<file path="config.mk">
export PLATFORM = sky130hd
export DESIGN_NAME = la_ctrl_counter
export DESIGN_NICKNAME = d
export VERILOG_FILES = /design/src/rtl/la_ctrl_counter.sv
export SDC_FILE = /design/constraint.sdc
export NUM_CORES = 1
export LEC_CHECK = 0
export CAP_MARGIN = 20
export CELL_PAD_IN_SITES_DETAIL_PLACEMENT = 1
export CELL_PAD_IN_SITES_GLOBAL_PLACEMENT = 1
export CORE_AREA = 5 5 179 181
export DETAILED_ROUTE_END_ITERATION = 10
export DIE_AREA = 0 0 184 186
export GPL_TIMING_DRIVEN = 0
export HOLD_SLACK_MARGIN = 0.03
export PLACE_DENSITY = 0.78
export SYNTH_ARGS = -nofsm -noshare
export SYNTH_HDL_FRONTEND = slang
export SYNTH_SLANG_ARGS = --single-unit
</file>
<file path="constraint.sdc">
create_clock -name clock -period 4.9 [get_ports clock]
set_input_delay 0.49 -clock clock [delete_from_list [all_inputs] [get_ports clock]]
set_output_delay 0.49 -clock clock [all_outputs]
set_load 0.1 [all_outputs]
</file>
<file path="src/rtl/la_ctrl_counter.sv">
`default_nettype none
// ============================================================================
//  Module   : la_ctrl_counter
//  Purpose  : 16-bit step counter configured and started by the management
//             core over the logic analyzer bus. The count is driven onto
//             io_out[31:16]; status is returned on la_data_out.
//  Ports    : clock        - system clock
//             resetb       - synchronous active-low reset
//             la_data_in   - LA control/data from the management core
//             la_oenb      - LA per-bit enables (0 = core drives the bit)
//             la_data_out  - status: count, done, busy, load_err, state
//             io_out       - pad outputs, count on [31:16]
//             io_oeb       - pad output enables (active-low)
//             irq          - user interrupts, [0] pulses on target match
//  Revision : 1.0 - initial release
// ============================================================================
module la_ctrl_counter #(
    parameter int CNT_W = 16
) (
    input  logic         clock,
    input  logic         resetb,
    input  logic [127:0] la_data_in,
    input  logic [127:0] la_oenb,
    output logic [127:0] la_data_out,
    output logic [37:0]  io_out,
    output logic [37:0]  io_oeb,
    output logic [2:0]   irq
);

    localparam logic [1:0] c_ST_IDLE = 2'd0;
    localparam logic [1:0] c_ST_LOAD = 2'd1;
    localparam logic [1:0] c_ST_RUN  = 2'd2;
    localparam logic [1:0] c_ST_DONE = 2'd3;

    logic [1:0]       r_state;
    logic [CNT_W-1:0] r_count;
    logic             r_done;
    logic             r_load_err;
    logic             r_irq;
    logic             r_strobe_d;
    // Low during reset and for the first cycle after it; enables the pads
    // and arms the load-strobe edge detector.
    logic             r_live;

    // A control bit only counts when the core actually drives it.
    logic [47:0]      w_ctl;
    logic             w_ld_full;
    logic             w_tgt_full;
    logic [CNT_W-1:0] w_ld_val;
    logic [CNT_W-1:0] w_tgt;
    logic             w_run;
    logic             w_dir_up;
    logic             w_clr;
    logic [3:0]       w_step4;
    logic [CNT_W-1:0] w_step;
    logic [CNT_W-1:0] w_next;
    logic             w_rise;
    logic             w_load_ok;
    logic             w_load_bad;
    logic             w_hit;
    logic             w_busy;
    logic             w_unused;

    assign w_ctl      = la_data_in[47:0] & ~la_oenb[47:0];
    assign w_ld_full  = (la_oenb[CNT_W-1:0] == '0);
    assign w_tgt_full = (la_oenb[32 +: CNT_W] == '0);
    assign w_ld_val   = w_ctl[CNT_W-1:0];
    assign w_tgt      = w_ctl[32 +: CNT_W];
    assign w_run      = w_ctl[16];
    assign w_dir_up   = w_ctl[17];
    assign w_clr      = w_ctl[18];
    assign w_step4    = (w_ctl[23:20] == 4'd0) ? 4'd1 : w_ctl[23:20];
    assign w_step     = {{(CNT_W-4){1'b0}}, w_step4};
    assign w_next     = w_dir_up ? (r_count + w_step) : (r_count - w_step);

    // Gating with r_live keeps a strobe already high at reset release from
    // being mistaken for a fresh rising edge.
    assign w_rise     = r_live & w_ctl[19] & ~r_strobe_d;
    assign w_load_ok  = w_rise & w_ld_full;
    assign w_load_bad = w_rise & ~w_ld_full;
    assign w_hit      = w_tgt_full && (w_next == w_tgt);
    assign w_busy     = (r_state == c_ST_RUN);

    assign w_unused   = ^{la_data_in[127:48], la_oenb[127:48], w_ctl[31:24]};

    always_ff @(posedge clock) begin
        if (!resetb) begin
            r_state    <= c_ST_IDLE;
            r_count    <= '0;
            r_done     <= 1'b0;
            r_load_err <= 1'b0;
            r_irq      <= 1'b0;
            r_strobe_d <= 1'b0;
            r_live     <= 1'b0;
        end else begin
            r_live     <= 1'b1;
            // Tracks the strobe even during clear so edges there are dropped.
            r_strobe_d <= w_ctl[19];
            r_irq      <= 1'b0;
            if (w_clr) begin
                r_state    <= c_ST_IDLE;
                r_count    <= '0;
                r_done     <= 1'b0;
                r_load_err <= 1'b0;
            end else begin
                if (w_load_bad) begin
                    r_load_err <= 1'b1;
                end
                if (w_load_ok) begin
                    r_state <= c_ST_LOAD;
                end else begin
                    case (r_state)
                        c_ST_IDLE: begin
                            if (w_run) begin
                                r_state <= c_ST_RUN;
                            end
                        end
                        c_ST_LOAD: begin
                            r_count <= w_ld_val;
                            r_done  <= 1'b0;
                            r_state <= w_run ? c_ST_RUN : c_ST_IDLE;
                        end
                        c_ST_RUN: begin
                            if (!w_run) begin
                                r_state <= c_ST_IDLE;
                            end else begin
                                r_count <= w_next;
                                if (w_hit) begin
                                    r_state <= c_ST_DONE;
                                    r_done  <= 1'b1;
                                    r_irq   <= 1'b1;
                                end
                            end
                        end
                        c_ST_DONE: begin
                            r_state <= c_ST_DONE;
                        end
                        default: begin
                            r_state <= c_ST_IDLE;
                        end
                    endcase
                end
            end
        end
    end

    assign la_data_out = {{(128-CNT_W-5){1'b0}}, r_state, r_load_err, w_busy, r_done, r_count};
    assign io_out      = {6'b0, r_count, 16'b0};
    assign io_oeb      = r_live ? {6'h3F, {CNT_W{1'b0}}, 16'hFFFF} : {38{1'b1}};
    assign irq         = {2'b00, r_irq};

endmodule
`default_nettype wire

</file>
======== Word-level counts from Yosys, hierarchy flattened ========
Index checks and enable logic that the tools add are counted.
storage, ports and cells
  input bits .............................. 258
  output and inout bits ................... 207
  logic and storage cells ................. 61
  register bits ........................... 23
cells by class
  equality and inequality tests ........... 10
  add/sub/neg operators ................... 2
  reductions and logical operators ........ 13
  mux-type cells .......................... 16
  bitwise operators ....................... 12
operator list
  kind                number
  $and 48x48->48      1
  $not 48->48         1
  $logic_not 16->1    2
  $mux 16             2
  $mux 32             1
  $pmux 16 s2         1
  $add 16x4->16       1
  $eq 16x16->1        1
  $sub 16x4->16       1
  $mux 2              4
  $pmux 2 s4          1
  $ne 2x2->1 const B  3
  $ne 3x3->1 const B  2
  $not 1->1           6
  $mux 1              5
  $reduce_or 5->1     1
  $and 1x1->1         4
  $eq 2x2->1 const B  2
  $logic_not 4->1     1
  $mux 4              1
  $ne 4x4->1 const B  1
  $reduce_and 2->1    2
  $reduce_and 4->1    1
  $reduce_and 3->1    1
  7 further kinds     7

======== Depth between registers and ports, before layout ========
Gate-level depths: netlist (run 1).
  depth in word-level cells ............... 12
  mapped depth ............................ 19
  gate-level depth less buffers ........... 18

======== Worst setup path after synthesis (run 1) ========
Ideal clock, no wire load.
  path kind ............................... input to register
  start ................................... in la_oenb[23]
  end ..................................... reg r_irq
  slack ................................... 997 ps
  required time ........................... 4,812 ps
  buffers on the path ..................... 1
  setup time .............................. 88 ps
  cell stages on the path ................. 19
  arrival time ............................ 3,815 ps
  path through ............................ nand2b_1 buf_6 nand3_1 o21ai_0 inv_1 and3_1 ha_1 nand2_1 o21ai_0 ha_1 a21oi_1 a21oi_1 a2111oi_4 xnor2_1 xnor2_1 or4b_1 nor4_2 nand3_1 nor4_2
between the ends
  longest elaborated chain between the ends .. 9
  elaborated cells on any way between the ends .. 10
  classes of those cells .................. add/sub (2); eq/ne (1); mux (3); bitwise (2); reduce/logical (2)
RTL lines
  item                                                   line  RTL
  from (decl)                                            23    input logic [127:0] la_oenb,
  $not 48->48 *                                          64    assign w_ctl = la_data_in[47:0] & ~la_oenb[47:0];
  $and 48x48->48 *                                       64
  $logic_not 4->1                                        72    assign w_step4 = (w_ctl[23:20] == 4'd0) ? 4'd1 : w_ctl[23:20];
  $mux 4 *                                               72
  $sub 16x4->16 / $add 16x4->16 (equally long branches)  74    assign w_next = w_dir_up ? (r_count + w_step) : (r_count - w_step);
  $mux 16 *                                              74
  $eq 16x16->1 *                                         81    assign w_hit = w_tgt_full && (w_next == w_tgt);
  $logic_and 1x1->1 *                                    81
  $mux 1 *                                               128   if (w_hit) begin
  to (signal assigned)                                   92    r_irq <= 1'b0;
  to (signal assigned)                                   99    r_irq <= 1'b0;
  to (signal assigned)                                   131   r_irq <= 1'b1;
  to (decl)                                              39    logic r_irq;
Mark *: on every way between the ends. The rest lies on a longest branch, timed or not.
A chain may end at the register's enable or synchronous reset.

======== Final worst setup path (run 1) ========
  start ................................... in la_oenb[22]
  end ..................................... reg r_irq
Same word-level chain as after synthesis.

==> metrics.yaml, run 1 <==
outcome:
  outcome: "finished clean"
yosys:
  yosys_warnings: 0
  synth.most_common_cell: "buf_4"
  synth_common_cells: "188 x buf_4, 31 x a21oi_1, 31 x xnor2_1"
  avgSynthCellArea_sq_um: 7.621
  synth_cells: 584
  synth_top_area_frac: 0.3171
  synth_top_area_cell: "buf_4"
  ys_seq_elements: 23
  synth_ff_type: "dfxtp_1"
  async_flop_share: 0
  synth_cell_types: 77
  synth.area.top_cells: "buf_4 32%, dfxtp_1 10%, xnor2_1 6.1%"
  synth_area_sq_um: 4451
  synth_edf_count: 0
  ys_seq_area_frac: 0.1035
worst_setup_path:
  cp.arrival_ns: 4.76
  r2r_cells: 11
  end_kind: "register"
  reg2reg_from: "r_count[0]"
  crit_path_max_fanout: 8
  path_class: "in2reg"
  reg2reg_to: "r_state[0]"
  critPathRequiredTime_ns: 5.09
  critical_path.startpoint_type: "input pin"
  r2r_slack_ns: 1.47
floorplan:
  core_sq_um: 30270
  initial_utilization: 0.1470
  io_pins: 465
  die_x_um: 184
  die_h_um: 186
  die-area_sq_um: 34220
  rows: 64
timing:
  rsz0062_at_grt: "no"
  fin_skew_ns: 0.008354
  setup_tns_ns: 0
  setup_slack_ns: 0.3231
  setup_viol: 0
  finalCriticalPeriod_ns: 4.577
  tightestPinTransition_ns: 1.048
  hold_violations: 0
  fin_crit_sh: 0.9341
  slew_headroom: 0.2992
  clock.fmax_ghz: 0.2185
  maxSlewViolCount: 0
global_route:
  grt_usage: 0.1012
  overflow: 0
  grt_start_max_net_pins: 18
  grt_pass1_wl_um: 27030
  antenna_found_initial: 4
  grt_pass1_vias: 4846
place:
  routabilityCongestion: 0.8608
  io_buffers: 135
  place_area_sq_um: 6864
  post-dp-hpwl_um: 16490
  pre_cts_ws_ns: -0.3268
  placed_cells: 1266
route:
  routedWlPerCell_um: 14.55
  ant_nets: 0
  via_count: 4699
  post_drt_via_cell_ratio: 3.697
  drt-initial-drc-count: 194
  drc_errors: 0
  drt-pass1-iter-count: 4
  wirelength_um: 18490
clock_network:
  max-clock-path-buffers: 2
  htree_levels: 1
  cts_root_buffer: "clkbuf_16"
  worstSkewPairLatency_ns: 0.27
  cts_tree: "done"
  cts_buffers: 3
  cts_hold_buf: 0
  clkSinkCount: 23
  clk_pin_slew_ns: 0.07
final_layout:
  finalInstanceArea_sq_um: 7000
  num_antenna_cells: 0
  stdcell_count: 1271
  layout-drive-gt1-share: 0.2606
  nFillCells: 3720
  areaGrowthSynthToFinish_pct: 57.30
  nets: 1150
power:
  p_leak_nw: 3.187
  irDropWorstVdd_v: 0.0001012
  cellPowerDensity_nw_per_um2: 280.9
  report.power.total_mw: 1.967
min_path:
  hold_depth: 2
  whs_endpoint: "r_done"
  hp-start: "r_done"
  worstHoldPathType: "reg2reg"
job:
  max_cap_viol_count: 0
## critical path, stage by stage
cell	delay (ns)
clkdlybuf4s50_1	0.47
nand2b_4	0.12
buf_6	0.13
nand3_1	0.09
o21ai_2	0.11
inv_1	0.08
and3_1	0.18
ha_1	0.27
nand2_1	0.05
o21ai_0	0.07
ha_1	0.37
a21oi_2	0.21
a32oi_1	0.12
a2111oi_4	0.45
xnor2_1	0.23
xnor2_1	0.20
or4b_1	0.61
nor4_4	0.22
nand3_1	0.13
nor4_2	0.14
## report_power, final
part	leakage, nW	switching (mW)	internal, mW
Clock	0.0409	0.0784	0.110
Combinational	2.96	1.13	0.418
Sequential	0.187	0.0253	0.201
Total	3.19	1.24	0.729
## per-stage QoR
step,hold WS (ns),util
floorplan,0.4237,-
global placement,0.4404,0.2268
detailed placement,0.4510,0.2268
CTS,0.4610,0.2298
global route,0.4919,0.2313
finish,0.4706,0.2313
## layout make-up
cell class | count | area [sq um] | share of cell area
clock buffer | 3 | 75.07 | 0.01072
multi-input combinational | 488 | 3024 | 0.4320
clock inverter | 1 | 5.005 | 0.0007149
buffer | 212 | 1534 | 0.2191
inverter | 12 | 47.55 | 0.006792
sequential | 23 | 460.4 | 0.06577
tap | 396 | 495.5 | 0.07078
timing repair buffer | 136 | 1359 | 0.1941
## worst max path at each step
| stage | from | end | slack (ns) | cells after the start |
|---|---|---|---|---|
| floorplan | la_oenb[23] | r_irq | 1.0 | 19 |
| global placement | la_oenb[22] | r_state[0] | -0.20 | 19 |
| detailed placement | la_oenb[22] | r_state[0] | -0.33 | 19 |
| CTS | la_oenb[22] | r_state[0] | 0.02 | 19 |
| global route | la_oenb[22] | r_done | 0.04 | 20 |
| finish | la_oenb[22] | r_irq | 0.32 | 20 |
## registers in the layout, indices dropped and copies added (netlist names)
signal	flops
r_count	16
r_state	2
r_done	1
r_load_err	1
r_live	1
r_strobe_d	1
r_irq	1
## routing by layer
metal  global-route usage  routed length, um  vias to the layer above
met2               0.1624               8281                      246
li1                     -                  -                     2261
met3              0.03576               1921                       23
met5                    0                 54                        -
met1               0.1353               8010                     2161
met4              0.01213                220                        8
## cells by family (layout without fill, tap and decap cells)
family / count (synthesis) / after routing / synth area share
AO/OA/AOI/OAI: 104 / 104 / 0.1614
XOR/XNOR: 41 / 41 / 0.09165
adder cells (fa/ha/maj): 18 / 18 / 0.05145
buffers and inverters: 224 / 364 / 0.3554
flip-flops: 23 / 23 / 0.1035
multiplexers: 7 / 7 / 0.01715
other: 2 / 153 / 0.001687
AND/OR/NAND/NOR: 165 / 165 / 0.2179
## repair_timing
action / in CTS / in global routing
endpoints found under the setup margin: 3 / 4
setup buffers: 0 / 1
resized for setup: 2 / 8
pin swaps: 0 / 2
## cells in the final DEF (no fill, tap or decap), types with 3 or more instances in the layout
cell type,instances
buf_4,189
conb_1,153
clkdlybuf4s50_1,135
xnor2_1,31
a21oi_1,30
nand2_1,27
nor2_1,27
dfxtp_1,23
o21ai_0,20
clkbuf_1,18
nand2b_1,16
ha_1,15
a211oi_1,14
nor3b_1,13
inv_1,11
nand3_1,10
nor4_1,9
nor3_1,9
nand4_1,8
nor2b_1,8
a31oi_1,6
xor2_1,6
and3_1,5
mux2i_1,5
buf_6,4
or3b_2,3
and2_1,3
or3_1,3
a21o_1,3
xnor3_1,3
clkbuf_16,3
No activity file was read; power rests on OpenSTA's default activity.
==> run 2: changes to the inputs <==
- PLACE_DENSITY: 0.78 -> unset
- PLACE_DENSITY_LB_ADDON: unset -> 0.1
==> run 2 against run 1 <==
Against the previous run:
- sequential share of layout area shrank 0.071 points
- non-clock buffer count increased by 1
- hold slack worse by 0.0081 ns
- wire length up 4.4%
- sequential power hardly changed
- highest routed layer unchanged
==> metrics.yaml, run 2 (synthesized netlist as in run 1, its figures left out) <==
outcome:
  outcome: "finished clean"
worst_setup_path:
  critPathRequiredTime_ns: 5.08  # about the same
  critical_path.startpoint_type: "input pin"
  cp.arrival_ns: 4.71  # -0.05 ns
  crit_path_max_fanout: 8  # unchanged
  reg2reg_from: "r_count[0]"
  cp_cell_sequence: "clkdlybuf4s50_1, nand2b_4, buf_6, nand3_1, o21ai_2, inv_1, ha_1, nand2_1, o21ai_0, fa_1, nand3_1, a32oi_2, a2111oi_4, buf_4, xnor2_2, xnor2_1, or4b_1, nor4_4, nand3_1, nor4_2"
  r2r_cells: 12  # +1
  cp_slowest_cell: "or4b_1"
  end_kind: "register"
  path_class: "in2reg"
  max_stage_delay_ns: 0.61  # about the same
  cp-startpoint: "la_oenb[22]"
  crit_path_end: "r_irq"
  worst_path_most_repeated_cell: "nand3_1"
  reg2reg_to: "r_irq"
  r2r_slack_ns: 1.51  # +0.04 ns
power:
  p_clk_frac: 0.096  # about the same
  irDropWorstVdd_v: 0.00009113  # -9.9%
  p_comb_frac: 0.789  # about the same
  switchingPower_mw: 1.248  # +0.85%
  switching_share: 0.6272  # -0.001916
  report.power.total_mw: 1.989  # +1.2%
  p_leak_nw: 3.206  # +0.59%
  seqPwrFrac: 0.114  # about the same
  p_int_mw: 0.7417  # +1.7%
  cellPowerDensity_nw_per_um2: 281.1  # about the same
job:
  max_cap_viol_count: 0  # unchanged
route:
  post_drt_via_cell_ratio: 3.504  # -5.2%
  routedWlPerCell_um: 15.16  # +4.2%
  via_count: 4461  # -5.1%
  drc_errors: 0  # unchanged
  ant_nets: 0  # unchanged
  drt-pass1-iter-count: 4  # unchanged
  drt-initial-drc-count: 155  # -20%
  wirelength_um: 19300  # +4.4%
global_route:
  antenna_found_initial: 7  # +3
  grt_pass1_wl_um: 28030  # +3.7%
  grt_pass1_vias: 4640  # -4.3%
  grt_usage: 0.1061  # +0.004877
  grt_start_max_net_pins: 18  # unchanged
  overflow: 0  # unchanged
final_layout:
  nFillCells: 3732  # +0.32%
  reg.largest.list: "r_count (16), r_state (2)"
  final_common_cell: "buf_4"
  mostFrequentLayoutCells: "191 x buf_4, 153 x conb_1, 135 x clkdlybuf4s50_1"
  final_util: 0.2338  # +0.002521
  largest_register_ffs: 16  # unchanged
  regMostFlops: "r_count"
  layout-drive-gt1-share: 0.2683  # +0.007693
  areaGrowthSynthToFinish_pct: 59.01
  nets: 1151  # +0.087%
floorplan:
  die_h_um: 186  # unchanged
  core_sq_um: 30270  # unchanged
  io_pins: 465  # unchanged
  initial_utilization: 0.1470  # unchanged
  die_x_um: 184  # unchanged
  rows: 64  # unchanged
  die-area_sq_um: 34220  # unchanged
place:
  post-dp-hpwl_um: 16960  # +2.9%
  routabilityCongestion: 0.7562  # -12%
  io_buffers: 135  # unchanged
timing:
  fin_crit_sh: 0.9249  # -0.009138
  fin_skew_ns: 0.004064  # -0.004290 ns
  clock.fmax_ghz: 0.2206  # +0.99%
  finalCriticalPeriod_ns: 4.532  # -0.04478 ns
  maxSlewViolCount: 0  # unchanged
  slew_headroom: 0.3106  # +0.01142
  setup_tns_ns: 0  # unchanged
  tightestPinTransition_ns: 1.031  # -0.01708 ns
  hold_violations: 0  # unchanged
  setup_viol: 0  # unchanged
clock_network:
  cts_tree: "done"
  cts_hold_buf: 0  # unchanged
  clkSinkCount: 23  # unchanged
  htree_levels: 1  # unchanged
  worstSkewPairLatency_ns: 0.27  # about the same
  cts_buffers: 3  # unchanged
  max-clock-path-buffers: 2  # unchanged
  clk_pin_slew_ns: 0.07  # about the same
  cts_root_buffer: "clkbuf_16"
min_path:
  worstHoldPathType: "reg2reg"
  hp-start: "r_done"
-- run 2: changes by cell type in the layout (fill, tap and decap cells not counted), moves of 2 or more --
cell	change
buf_4	+2
o31ai_2	-2
o31ai_4	+2
nor3_1	-2
nor3_2	+2
-- run 2: critical path: cells and delay by family --
family	cells	cell delay, ns
and+or+nand+nor	8	1.59
buffers and inverters	4	0.88
adders and majority gates	2	0.76
AOI/OAI and AO/OA	4	0.67
xor gates and xnor gates	2	0.31
-- run 2: per-layer routing --
layer | share of wire | global-route usage | vias to the layer above
met5 | 0.0031 | 0 | -
met4 | 0.0019 | 0.003549 | 10
met3 | 0.091 | 0.04026 | 14
met2 | 0.46 | 0.1750 | 184
met1 | 0.44 | 0.1399 | 1989
li1 | - | - | 2264
-- run 2: stage by stage --
| stage | setup slack (ns) | hold slack (ns) | cell area [sq um] | std cells |
|---|---|---|---|---|
| after CTS | 0.02033 | 0.4628 | 6969 | 1272 |
| after detailed placement | -0.3315 | 0.4518 | 6864 | 1266 |
| final | 0.3679 | 0.4626 | 7077 | 1273 |
| after global placement | -0.3126 | 0.4527 | 6864 | 1266 |
| after floorplan | 0.9968 | 0.4237 | 5017 | 735 |
| after global routing | -0.001322 | 0.4807 | 7074 | 1272 |
-- run 2: repair_timing --
item	in CTS	in global routing
endpoints found under the setup margin	1	6
pin swaps	2	2
resized for setup	2	19
setup buffers	2	1
cloned	0	0
-- run 2: worst min path at each step --
| stage | end | slack (ns) | cells past startpoint |
|---|---|---|---|
| 2_1_floorplan | r_done | 0.42 | 2 |
| 3_3_place_gp | r_load_err | 0.45 | 2 |
| 3_5_place_dp | r_done | 0.45 | 2 |
| 4_1_cts | r_done | 0.46 | 2 |
| 5_1_grt | r_done | 0.48 | 2 |
| 6_report | r_done | 0.46 | 2 |
-- run 2: layout make-up --
| cell class | count | area (sq um) | area share |
|---|---|---|---|
| tap | 396 | 495.5 | 0.07001 |
| buffer | 211 | 1530 | 0.2162 |
| timing repair buffer | 138 | 1374 | 0.1941 |
| clock buffer | 4 | 78.83 | 0.01114 |
| antenna | 1 | 2.502 | 0.0003536 |
| multi-input combinational | 488 | 3088 | 0.4364 |
| sequential | 23 | 460.4 | 0.06506 |
| inverter | 12 | 47.55 | 0.006719 |
-- run 2: power by group through the flow --
stage / logic (mW) / registers [mW] / clock network (mW)
floorplan: 1.17 / 0.314 / 0
global placement: 1.54 / 0.233 / 0
detailed placement: 1.54 / 0.234 / 0
CTS: 1.55 / 0.230 / 0.198
global route: 1.66 / 0.232 / 0.204
finish: 1.57 / 0.228 / 0.191
